--- src/rtl/mmul_loader.sv ---
// Matrix-multiply loader: streams N B elements then M rows of N A elements
// from one source into the B FIFO and the per-row A FIFOs.
module mmul_loader #(
    parameter int unsigned DATA_WIDTH = 8,
    parameter int unsigned N          = 8,
    parameter int unsigned M          = 8,
    parameter int unsigned N_WIDTH    = $clog2(N)
) (
    input  logic                       i_clk,
    input  logic                       i_rst,
    input  logic                       i_start,
    input  logic [DATA_WIDTH-1:0]      i_data,
    input  logic                       i_valid,
    output logic                       o_ready,
    output logic [DATA_WIDTH*M-1:0]    o_a,
    output logic [M-1:0]               o_a_valid,
    input  logic [M-1:0]               i_a_full,
    output logic [DATA_WIDTH-1:0]      o_b,
    output logic                       o_b_valid,
    input  logic                       i_b_full,
    output logic                       o_clr,
    output logic                       o_busy,
    output logic                       o_done
);

    localparam int unsigned          R_WIDTH  = (M > 1) ? $clog2(M) : 1;
    localparam logic [N_WIDTH-1:0]   COL_LAST = N_WIDTH'(N - 1);
    localparam logic [R_WIDTH-1:0]   ROW_LAST = R_WIDTH'(M - 1);

    typedef enum logic [2:0] {
        S_IDLE,
        S_CLR,
        S_LOAD_B,
        S_LOAD_A,
        S_DONE
    } state_t;

    state_t               state_q, state_d;
    logic [N_WIDTH-1:0]   col_q, col_d;
    logic [R_WIDTH-1:0]   row_q, row_d;
    logic                 xfer;
    logic                 col_last;

    // Data fans out to every sink; only the strobes select the destination.
    assign o_b = i_data;
    assign o_a = {M{i_data}};

    always_ff @(posedge i_clk or posedge i_rst) begin
        if (i_rst) begin
            state_q <= S_IDLE;
            col_q   <= '0;
            row_q   <= '0;
        end else begin
            state_q <= state_d;
            col_q   <= col_d;
            row_q   <= row_d;
        end
    end

    always_comb begin
        state_d   = state_q;
        col_d     = col_q;
        row_d     = row_q;
        o_ready   = 1'b0;
        o_b_valid = 1'b0;
        o_a_valid = '0;
        o_clr     = 1'b0;
        o_busy    = 1'b1;
        o_done    = 1'b0;
        xfer      = 1'b0;
        col_last  = (col_q == COL_LAST);

        case (state_q)
            S_IDLE: begin
                o_busy = 1'b0;
                if (i_start) begin
                    state_d = S_CLR;
                end
            end
            S_CLR: begin
                o_clr   = 1'b1;
                col_d   = '0;
                row_d   = '0;
                state_d = S_LOAD_B;
            end
            S_LOAD_B: begin
                o_ready   = !i_b_full;
                xfer      = i_valid && o_ready;
                o_b_valid = xfer;
                if (xfer) begin
                    col_d = col_last ? '0 : col_q + N_WIDTH'(1);
                    if (col_last) begin
                        state_d = S_LOAD_A;
                    end
                end
            end
            S_LOAD_A: begin
                // Only the FIFO of the row being written gates the source.
                o_ready = !i_a_full[row_q];
                xfer    = i_valid && o_ready;
                if (xfer) begin
                    o_a_valid = M'(1) << row_q;
                    col_d     = col_last ? '0 : col_q + N_WIDTH'(1);
                    if (col_last) begin
                        row_d = (row_q == ROW_LAST) ? '0 : row_q + R_WIDTH'(1);
                        if (row_q == ROW_LAST) begin
                            state_d = S_DONE;
                        end
                    end
                end
            end
            S_DONE: begin
                o_done  = 1'b1;
                state_d = S_IDLE;
            end
            default: begin
                state_d = S_IDLE;
            end
        endcase
    end

endmodule

--- config.mk ---
export PLATFORM = sky130hd
export DESIGN_NAME = mmul_loader
export DESIGN_NICKNAME = d
export VERILOG_FILES = /design/src/rtl/mmul_loader.sv
export SDC_FILE = /design/constraint.sdc
export NUM_CORES = 1
export LEC_CHECK = 0
export CORE_ASPECT_RATIO = 2
export CORE_MARGIN = 5
export CORE_UTILIZATION = 31
export DETAILED_ROUTE_END_ITERATION = 8
export GPL_ROUTABILITY_DRIVEN = 0
export HOLD_SLACK_MARGIN = 0.02
export PLACE_DENSITY = 0.81
export SLEW_MARGIN = 30
export SYNTH_ARGS = -nofsm -noshare
export SYNTH_HDL_FRONTEND = slang
export SYNTH_SLANG_ARGS = --single-unit
--- constraint.sdc ---
create_clock -name i_clk -period 1.7 [get_ports i_clk]
set_input_delay 0.34 -clock i_clk [delete_from_list [all_inputs] [get_ports i_clk]]
set_output_delay 0.34 -clock i_clk [all_outputs]
set_load 0.03 [all_outputs]
==> results.py, run 1 <==
metrics = {
    "floorplan": {
        "top_level_ports": 106,
        "die_w_um": 58.1,
        "core_area_mm2": 0.00455,
        "start_util_pct": 31.5,
        "dieArea_mm2": 0.00616,
        "rows": 35,
        "dieHeight_um": 106,
    },
    "placed_design": {
        "port-buffer-count": 25,
        "placed_cells": 196,
        "hpwl_mm": 2.32,
    },
    "clock_tree": {
        "cts.sinks": 9,
        "hold_buffers": 0,
        "htreeDepth": 1,
        "cts_tree": "built",
        "numCtsBuffers": 3,
        "path_clk_slew_ps": 50,
        "clk_path_buf_depth": 2,
        "clk_latency_ps": 240,
        "cts_root_buffer": "clkbuf_8",
    },
    "global_route": {
        "grt_first_pass_wirelength_mm": 5.09,
        "grt_pass1_vias": 1138,
        "grt_usage_pct": 10.7,
        "grt_max_degree": 18,
        "grt_antenna_before_repair": 0,
        "grt_overflow_total": 0,
    },
    "critical_path": {
        "r2r-start": "row_q[0]",
        "end_kind": "output pin",
        "reg2reg_to": "state_q[0]",
        "critPathRequiredTime_ps": 1360,
        "crit_path_start_kind": "register",
        "r2r_setup_slack_ps": -10,
        "critPathKind": "register to output pin",
        "rr_worst_depth": 8,
        "cp_data_arrival_time_ps": 1790,
        "critical_path.max_fanout": 8,
    },
    "yosys": {
        "synth_edf_count": 0,
        "ys_seq_elements": 9,
        "ys_seq_area_share_pct": 15.7,
        "synth_area_per_cell_um2": 8.19,
        "synth-async-reset-ratio_pct": 100,
        "yosysWarnings": 0,
        "synth_flop_cell": "dfrtp_1",
        "synthDistinctLibCells": 34,
        "syn_area_mm2": 0.00143,
        "synth_cells": 175,
        "synth.net_count": 204,
    },
    "detailed_routing": {
        "ant_nets": 0,
        "drt-wirelength-per-cell_um": 15.6,
        "via_per_inst": 4.90,
        "firstDrtPassIters": 4,
        "drtIter0Drc": 45,
        "drc": 0,
        "routed_wl_mm": 3.19,
        "vias": 1000,
    },
    "finish": {
        "layout.cells.most_common": "buf_4",
        "final_util_pct": 33.6,
        "final_cell_mix": "buf_4, buf_6, mux2i_1, dfrtp_1",
        "layout.nets": 179,
        "finalNonFillerCells": 204,
        "fillCellCount": 474,
        "area_growth_syn_to_layout_pct": 6.81,
        "antennaDiodeCount": 0,
        "drive_above_1_share_pct": 44.3,
    },
    "pwr": {
        "cellPowerDensity_mw_per_mm2": 1510,
        "ir_worst_vdd_uv": 872,
        "finalPower_mw": 2.30,
        "cellLeakagePower_nw": 0.690,
    },
    "outcome": {
        "status": "finished, violations left",
        "failed_checks": "setup timing",
    },
    "timing": {
        "hold_viol_final": 0,
        "max_clock_freq_ghz": 0.470,
        "slew_headroom_pct": 73.5,
        "timing.setup.tns_ps": -3610,
        "finalHoldWorstSlack_ps": 384,
        "rsz0062_at_grt": "true",
        "fin_ws_ps": -428,
        "skew_ps": 5.75,
        "min_period_over_period_pct": 125,
        "fin_crit_ps": 2130,
        "drv_slew": 0,
        "finalSetupViolCount": 10,
        "tightest_slew_ps": 397,
    },
    "worst_hold_path": {
        "hp-class": "primary input to async pin",
    },
    "flow_run": {
        "drv_cap": 0,
    },
}
[synthesized netlist by cell type, drive strengths merged (2+ instances only)]
cell type  count  area, um^2
nand2b         2        12.5
nor3           2        10.0
buf           76         569
and2           5        33.8
ha             8         100
nand4          4        40.0
nor3b          3        33.8
dfrtp          9         225
nor2           7        26.3
nand3          4        20.0
and3          10        63.8
mux2i          8        80.1
a22oi          3        22.5
nand2          6        22.5
o221ai         2        17.5
nor2b          3        18.8
inv            7        26.3
o21ai          5        25.0
a21oi          2        10.0
[layout make-up]
class / count / area (um^2) / share of cell area [%]
inverter: 7 / 26.3 / 1.72
clock buffer: 4 / 45.0 / 2.94
timing repair buffer: 47 / 462 / 30.2
multi-input combinational: 82 / 702 / 45.9
sequential: 9 / 226 / 14.8
tap: 55 / 68.8 / 4.50
[cells by family after synthesis]
family | count (synthesis) | share of synthesized area (%)
compound gates | 18 | 9.26
fa+ha+maj | 8 | 6.99
buf+inv | 84 | 41.8
flops | 9 | 15.7
mux | 8 | 5.59
simple gates | 48 | 20.6
[report_power, final]
group          switching, mW  total [mW]  internal [mW]  leakage (nW)
Clock                 0.0912       0.255          0.164        0.0228
Combinational          0.818        1.65          0.832         0.566
Sequential            0.0948       0.398          0.303         0.101
Total                   1.00        2.30           1.30         0.690
[what timing repair did]
item,in CTS,in global routing
resized for setup,34,7
buffers inserted,5,2
endpoints found under the setup margin,14,20
pin swaps,10,3
[state kept, by name, indices dropped and copies added (netlist names)]
signal and flops:
col_q 3, row_q 3, state_q 3
[critical path, stage by stage, from the launching register on]
cell,delay (ps)
dfrtp_2,430
mux2i_1,210
nand3_1,140
nand4_4,120
nor3b_4,300
and3_2,230
buf_6,120
[stage by stage]
| stage | area (um^2) | setup WS, ps |
|---|---|---|
| final | 1530 | -428 |
| after global routing | 1530 | -556 |
| after CTS | 1510 | -414 |
| after detailed placement | 1330 | -434 |
| after global placement | 1330 | -417 |
| after floorplan | 1450 | -166 |
[how the worst max path moves through the flow]
stage	from	to	slack [ps]	cells after the start
after global placement	i_a_full[1]	o_a_valid[1]	-420	7
after detailed placement	i_a_full[1]	o_a_valid[2]	-430	7
after CTS	row_q[0]	o_a_valid[2]	-410	6
final	row_q[0]	o_a_valid[2]	-430	6
after global routing	row_q[0]	o_a_valid[4]	-560	6
after floorplan	row_q[0]	o_a_valid[0]	-170	6
[metal layers]
layer,track usage [%],vias up,routed length [um]
met5,0,-,0
met4,9.95,0,186
met2,19.6,45,1730
met3,2.55,23,301
li1,-,465,-
met1,8.57,467,969
Power figures use the tool's default switching activity.
==> run 2: changes to the inputs <==
--- a/config.mk
+++ b/config.mk
@@ -6,13 +6,11 @@
 export NUM_CORES = 1
 export LEC_CHECK = 0
 export CORE_ASPECT_RATIO = 2
-export CORE_MARGIN = 5
 export CORE_UTILIZATION = 31
 export DETAILED_ROUTE_END_ITERATION = 8
 export GPL_ROUTABILITY_DRIVEN = 0
 export HOLD_SLACK_MARGIN = 0.02
 export PLACE_DENSITY = 0.81
-export SLEW_MARGIN = 30
 export SYNTH_ARGS = -nofsm -noshare
 export SYNTH_HDL_FRONTEND = slang
 export SYNTH_SLANG_ARGS = --single-unit
==> run 2 against run 1 <==
The run still ends with setup timing left. Sequential cell count is the same. Global-route usage grew 1.9 points. Clock power is essentially flat. Power grew 3.2%. Count of clock-buffer cells in the layout is the same. Utilization grew 1.8 points. Die area shrank 20%. Critical endpoint is now o_a_valid[1]. Highest routed layer unchanged.
==> results.py, run 2 (synthesized netlist as in run 1, its figures left out) <==
metrics = {
    "critical_path": {
        "cp_data_arrival_time_ps": 1800,
        "critPathKind": "primary input to output pin",
        "crit_path_start_kind": "primary input",
        "end_kind": "output pin",
        "critical_path.max_fanout": 8,
        "critPathRequiredTime_ps": 1360,
    },
    "placed_design": {
        "port-buffer-count": 25,
        "post_dp_cell_area_mm2": 0.00129,
        "hpwl_mm": 2.20,
    },
    "outcome": {
        "status": "finished, violations left",
        "failed_checks": "setup timing",
    },
    "timing": {
        "fin_crit_ps": 2140,
        "min_period_over_period_pct": 126,
        "skew_ps": 2.76,
        "drv_slew": 0,
        "slew_headroom_pct": 71.0,
        "rsz0062_at_grt": "true",
        "max_clock_freq_ghz": 0.467,
        "fin_ws_ps": -443,
        "hold_viol_final": 0,
        "finalSetupViolCount": 12,
        "tightest_slew_ps": 431,
    },
    "finish": {
        "multi_input_area_um2": 758,
        "largest_registers": "col_q x3, row_q x3, state_q x3",
        "fillCellCount": 433,
        "final_area_mm2": 0.00155,
        "seqCellArea_um2": 228,
        "layout.cells.most_common": "buf_4",
        "drive_above_1_share_pct": 48.7,
        "area_growth_syn_to_layout_pct": 8.12,
        "layout.nets": 180,
        "final_cell_mix": "buf_4, mux2i_1, buf_6, dfrtp_1",
        "antennaDiodeCount": 0,
    },
    "detailed_routing": {
        "firstDrtPassIters": 4,
        "drc": 0,
        "ant_nets": 0,
        "via_per_inst": 4.87,
        "drt-wirelength-per-cell_um": 14.7,
        "drtIter0Drc": 18,
        "routed_wl_mm": 3.00,
        "vias": 994,
    },
    "pwr": {
        "p_seq_share_pct": 16.8,
        "combPwrFrac_pct": 72.6,
        "clkPwrFrac_pct": 10.6,
        "ir_worst_vdd_uv": 1010,
        "swShare_pct": 43.2,
        "cellLeakagePower_nw": 0.696,
        "p_int_mw": 1.35,
        "finalPower_mw": 2.38,
        "cellPowerDensity_mw_per_mm2": 1530,
        "switching_power_mw": 1.03,
    },
    "clock_tree": {
        "numCtsBuffers": 3,
        "clk_latency_ps": 240,
        "clk_path_buf_depth": 2,
        "cts_tree": "built",
        "path_clk_slew_ps": 50,
        "cts_root_buffer": "clkbuf_8",
        "cts.sinks": 9,
        "htreeDepth": 1,
    },
    "global_route": {
        "grt_max_degree": 18,
        "grt_usage_pct": 12.6,
        "grt_pass1_vias": 1052,
        "grt_antenna_before_repair": 0,
        "grt_overflow_total": 0,
        "grt_first_pass_wirelength_mm": 4.76,
    },
    "flow_run": {
        "drv_cap": 0,
    },
    "floorplan": {
        "rows": 34,
        "die_w_um": 50.1,
        "top_level_ports": 106,
        "start_util_pct": 32.7,
        "dieHeight_um": 98.1,
        "dieArea_mm2": 0.00491,
        "core_area_mm2": 0.00438,
    },
    "worst_hold_path": {
        "hp-class": "primary input to async pin",
    },
}
run 2: power by group through the flow:
stage / registers, mW / logic [mW] / clock network [mW]
after floorplan: 0.379 / 1.21 / 0
after global placement: 0.400 / 1.30 / 0
after CTS: 0.399 / 1.62 / 0.258
after global routing: 0.413 / 1.89 / 0.276
after detailed placement: 0.399 / 1.34 / 0
final: 0.398 / 1.73 / 0.252
run 2: critical path: stages:
cell and delay [ps]:
clkdlybuf4s50_1 400, mux2i_1 120, nand3_1 140, nand4_4 130, nor3b_4 300, and3_4 250
buf_6 120
run 2: what timing repair did:
| action | in CTS | in global routing |
|---|---|---|
| gates resized for setup | 29 | 18 |
| pin swaps | 15 | 4 |
| hold buffers | 0 | 0 |
| gates cloned | 0 | 0 |
| endpoints found under the setup margin | 13 | 19 |
| buffers inserted | 4 | 3 |
run 2: metal layers:
metal | vias up | wire length, um | global-route usage, % | share of wire, %
met2 | 42 | 1630 | 24.1 | 54
met5 | - | 0 | 0 | 0
li1 | 466 | - | - | -
met1 | 452 | 907 | 9.52 | 30
met4 | 0 | 208 | 12.1 | 6.9
met3 | 34 | 257 | 2.18 | 8.6
run 2: path summary, 6_finish.rpt:
check / end / depth (start not counted) / from / slack (ps)
max: o_a_valid[1] / 7 / i_a_full[4] / -440
min: row_q[2] / 2 / i_rst / 380
max reg2reg: state_q[0] / 9 / row_q[0] / -60
min reg2reg: col_q[1] / 2 / col_q[1] / 560
max in group asynchronous: row_q[0] / 2 / i_rst / 1030
min in group i_clk: col_q[1] / 2 / col_q[1] / 560
run 2: layout make-up:
| type | count | area share [%] |
|---|---|---|
| tap | 54 | 4.36 |
| clock buffer | 4 | 2.91 |
| sequential | 9 | 14.7 |
| inverter | 7 | 1.70 |
| timing repair buffer | 48 | 27.4 |
| multi-input combinational | 82 | 48.9 |
run 2: metrics by stage:
step	instances	hold WS (ps)	setup slack (ps)	util [%]	TNS [ps]
final	204	376	-443	35.4	-3850
after detailed placement	195	555	-458	29.6	-4990
after global placement	195	557	-418	29.6	-4620
after floorplan	175	168	-166	-	-1250
after global routing	204	403	-567	35.4	-5310
after CTS	203	385	-453	33.3	-4070
==> run 3: changes to the inputs <==
--- a/config.mk
+++ b/config.mk
@@ -5,12 +5,13 @@
 export SDC_FILE = /design/constraint.sdc
 export NUM_CORES = 1
 export LEC_CHECK = 0
+export ABC_AREA = 1
 export CORE_ASPECT_RATIO = 2
 export CORE_UTILIZATION = 31
 export DETAILED_ROUTE_END_ITERATION = 8
 export GPL_ROUTABILITY_DRIVEN = 0
 export HOLD_SLACK_MARGIN = 0.02
-export PLACE_DENSITY = 0.81
+export PLACE_DENSITY = 0.82
 export SYNTH_ARGS = -nofsm -noshare
 export SYNTH_HDL_FRONTEND = slang
 export SYNTH_SLANG_ARGS = --single-unit
==> run 3 against run 2 <==
The flow still finishes with violations (setup timing). Register-to-register slack gained 40 ps. Largest cell class unchanged. Maximum frequency rose by 11%. Largest power group unchanged. Via count is 2.9% lower. Synthesized area fell by 4.1%. First-iteration DRC count down 22%. Sequential cell count unchanged. Routed wire length fell by 7.6%.
==> results.py, run 3 <==
metrics = {
    "timing": {
        "rsz0062_at_grt": "true",
        "slew_headroom_pct": 75.7,
        "max_clock_freq_ghz": 0.520,
        "drv_slew": 0,
        "hold_viol_final": 0,
        "fin_ws_ps": -224,
        "tightest_slew_ps": 363,
        "finalSetupViolCount": 16,
        "min_period_over_period_pct": 113,
        "skew_ps": 4.50,
        "fin_crit_ps": 1920,
    },
    "pwr": {
        "cellPowerDensity_mw_per_mm2": 1430,
        "clkPwrFrac_pct": 12.7,
        "p_int_mw": 0.972,
        "swShare_pct": 50.3,
        "cellLeakagePower_nw": 0.719,
        "p_seq_share_pct": 18.6,
        "finalPower_mw": 1.96,
        "switching_power_mw": 0.985,
        "combPwrFrac_pct": 68.7,
        "ir_worst_vdd_uv": 591,
    },
    "critical_path": {
        "cp_common_cell": "buf_4",
        "max_stage_delay_ps": 450,
        "critPathKind": "primary input to output pin",
        "reg2reg_to": "col_q[0]",
        "critical_path.max_fanout": 3,
        "end_kind": "output pin",
        "critPathRequiredTime_ps": 1360,
        "rr_worst_depth": 12,
        "r2r-start": "row_q[0]",
        "cp_data_arrival_time_ps": 1580,
        "crit_path_start_kind": "primary input",
        "r2r_setup_slack_ps": -20,
        "crit_chain": "clkdlybuf4s50_1 > inv_1 > nand2_1 > nand3_1 > nand3_2 > nand2_4 > buf_4 > nand2_2 > o21ai_1 > buf_4",
        "cp_slowest_cell": "clkdlybuf4s50_1",
    },
    "floorplan": {
        "top_level_ports": 106,
        "rows": 33,
        "start_util_pct": 32.9,
        "dieArea_mm2": 0.00472,
        "dieHeight_um": 96.1,
        "die_w_um": 49.1,
        "core_area_mm2": 0.00417,
    },
    "detailed_routing": {
        "drc": 0,
        "via_per_inst": 4.37,
        "drt-wirelength-per-cell_um": 12.5,
        "ant_nets": 0,
        "vias": 965,
        "routed_wl_mm": 2.77,
        "firstDrtPassIters": 4,
        "drtIter0Drc": 14,
    },
    "finish": {
        "layout.cells.most_common": "nand2_1",
        "final_cell_mix": "nand2_1, inv_1, buf_4, nand3_1",
        "largest_registers": "col_q x3, row_q x3, state_q x3",
        "antennaDiodeCount": 0,
        "area_growth_syn_to_layout_pct": -0.547,
        "layout.nets": 199,
        "fillCellCount": 432,
        "drive_above_1_share_pct": 33.1,
    },
    "global_route": {
        "grt_antenna_before_repair": 0,
        "grt_pass1_vias": 910,
        "grt_first_pass_wirelength_mm": 4.01,
        "grt_max_degree": 13,
        "grt_usage_pct": 11.5,
        "grt_overflow_total": 0,
    },
    "yosys": {
        "syn_area_mm2": 0.00137,
        "synth_cells": 200,
        "ys_seq_elements": 9,
        "synth-async-reset-ratio_pct": 100,
        "synth_edf_count": 0,
        "synthDistinctLibCells": 18,
        "synth_flop_cell": "dfrtp_1",
        "synthTopCellsByCount": "buf_4, nand2_1, inv_1",
        "synthTopCellsByArea": "buf_4, dfrtp_1, nand2_1",
        "yosysMostFrequentCell": "buf_4",
        "yosys.area.top_type": "buf_4",
        "synth_area_per_cell_um2": 6.87,
        "synth.net_count": 229,
        "yosysTopAreaCellShare_pct": 39.3,
        "ys_seq_area_share_pct": 16.4,
        "yosysWarnings": 0,
    },
    "placed_design": {
        "hpwl_mm": 1.87,
        "port-buffer-count": 25,
        "dp_slack_ps": -217,
    },
    "clock_tree": {
        "path_clk_slew_ps": 50,
        "cts_root_buffer": "clkbuf_8",
        "htreeDepth": 1,
        "clk_latency_ps": 240,
        "cts_tree": "built",
        "cts.sinks": 9,
        "clk_path_buf_depth": 2,
        "numCtsBuffers": 3,
    },
    "outcome": {
        "failed_checks": "setup timing",
        "status": "finished, violations left",
    },
    "worst_hold_path": {
        "hp-class": "primary input to async pin",
    },
    "flow_run": {
        "drv_cap": 0,
    },
}
-- run 3: routing by layer --
| layer | part of all wire, % | vias up | global-route usage [%] |
|---|---|---|---|
| met4 | 6.3 | 0 | 12.3 |
| met3 | 6.3 | 25 | 2.21 |
| met5 | 0 | - | 0 |
| met2 | 59 | 30 | 22.9 |
| li1 | - | 479 | - |
| met1 | 28 | 431 | 8.07 |
-- run 3: cell type report --
class / count / area (um^2) / share of cell area [%]
Timing Repair Buffer: 37 / 324 / 23.7
Inverter: 26 / 100 / 7.33
Tap cell: 52 / 65.1 / 4.76
Clock buffer: 4 / 45.0 / 3.30
Sequential cell: 9 / 228 / 16.7
Multi-Input combinational cell: 93 / 604 / 44.2
-- run 3: power groups by stage --
stage | Sequential, mW | Combinational (mW) | Clock (mW)
finish | 0.364 | 1.34 | 0.248
global route | 0.373 | 1.49 | 0.268
CTS | 0.365 | 1.18 | 0.254
detailed placement | 0.366 | 1.09 | 0
global placement | 0.364 | 1.07 | 0
floorplan | 0.356 | 1.07 | 0
-- run 3: timing repair --
action,4_1_cts,5_1_grt
setup buffers,2,5
resized for setup,19,15
hold buffers,0,0
pin swaps,2,5
gates cloned,1,0
endpoints found under the setup margin,10,17
-- run 3: cells by family after synthesis --
logic type | count (synthesis) | share of synthesized area [%]
buffers and inverters | 99 | 47.3
AND/OR/NAND/NOR | 79 | 27.1
adder cells (fa/ha/maj) | 8 | 7.29
flip-flops | 9 | 16.4
AO/OA/AOI/OAI | 5 | 1.91
-- run 3: worst max-delay path by stage --
stage	cells past startpoint	to	from	slack, ps
after floorplan	7	o_a_valid[0]	row_q[0]	-230
after detailed placement	9	o_a_valid[2]	i_a_full[3]	-220
after global routing	9	o_a_valid[3]	row_q[0]	-270
after global placement	9	o_a_valid[4]	i_a_full[7]	-200
after CTS	8	o_a_valid[2]	row_q[0]	-140
final	10	o_ready	i_a_full[1]	-220
-- run 3: stage by stage --
step	util [%]	setup TNS, ps	instances	hold slack [ps]	instance area (um^2)
finish	32.8	-1800	221	390	1370
global route	32.8	-2950	221	430	1370
CTS	30.4	-1120	216	414	1270
detailed placement	27.5	-1840	209	481	1140
global placement	27.5	-1400	209	464	1140
floorplan	-	-1590	200	168	1370
-- run 3: critical path: cells and delay by family --
kind | cells | cell delay [ps]
AO/OA/AOI/OAI | 1 | 70
buffers and inverters | 4 | 790
AND/OR/NAND/NOR | 5 | 380
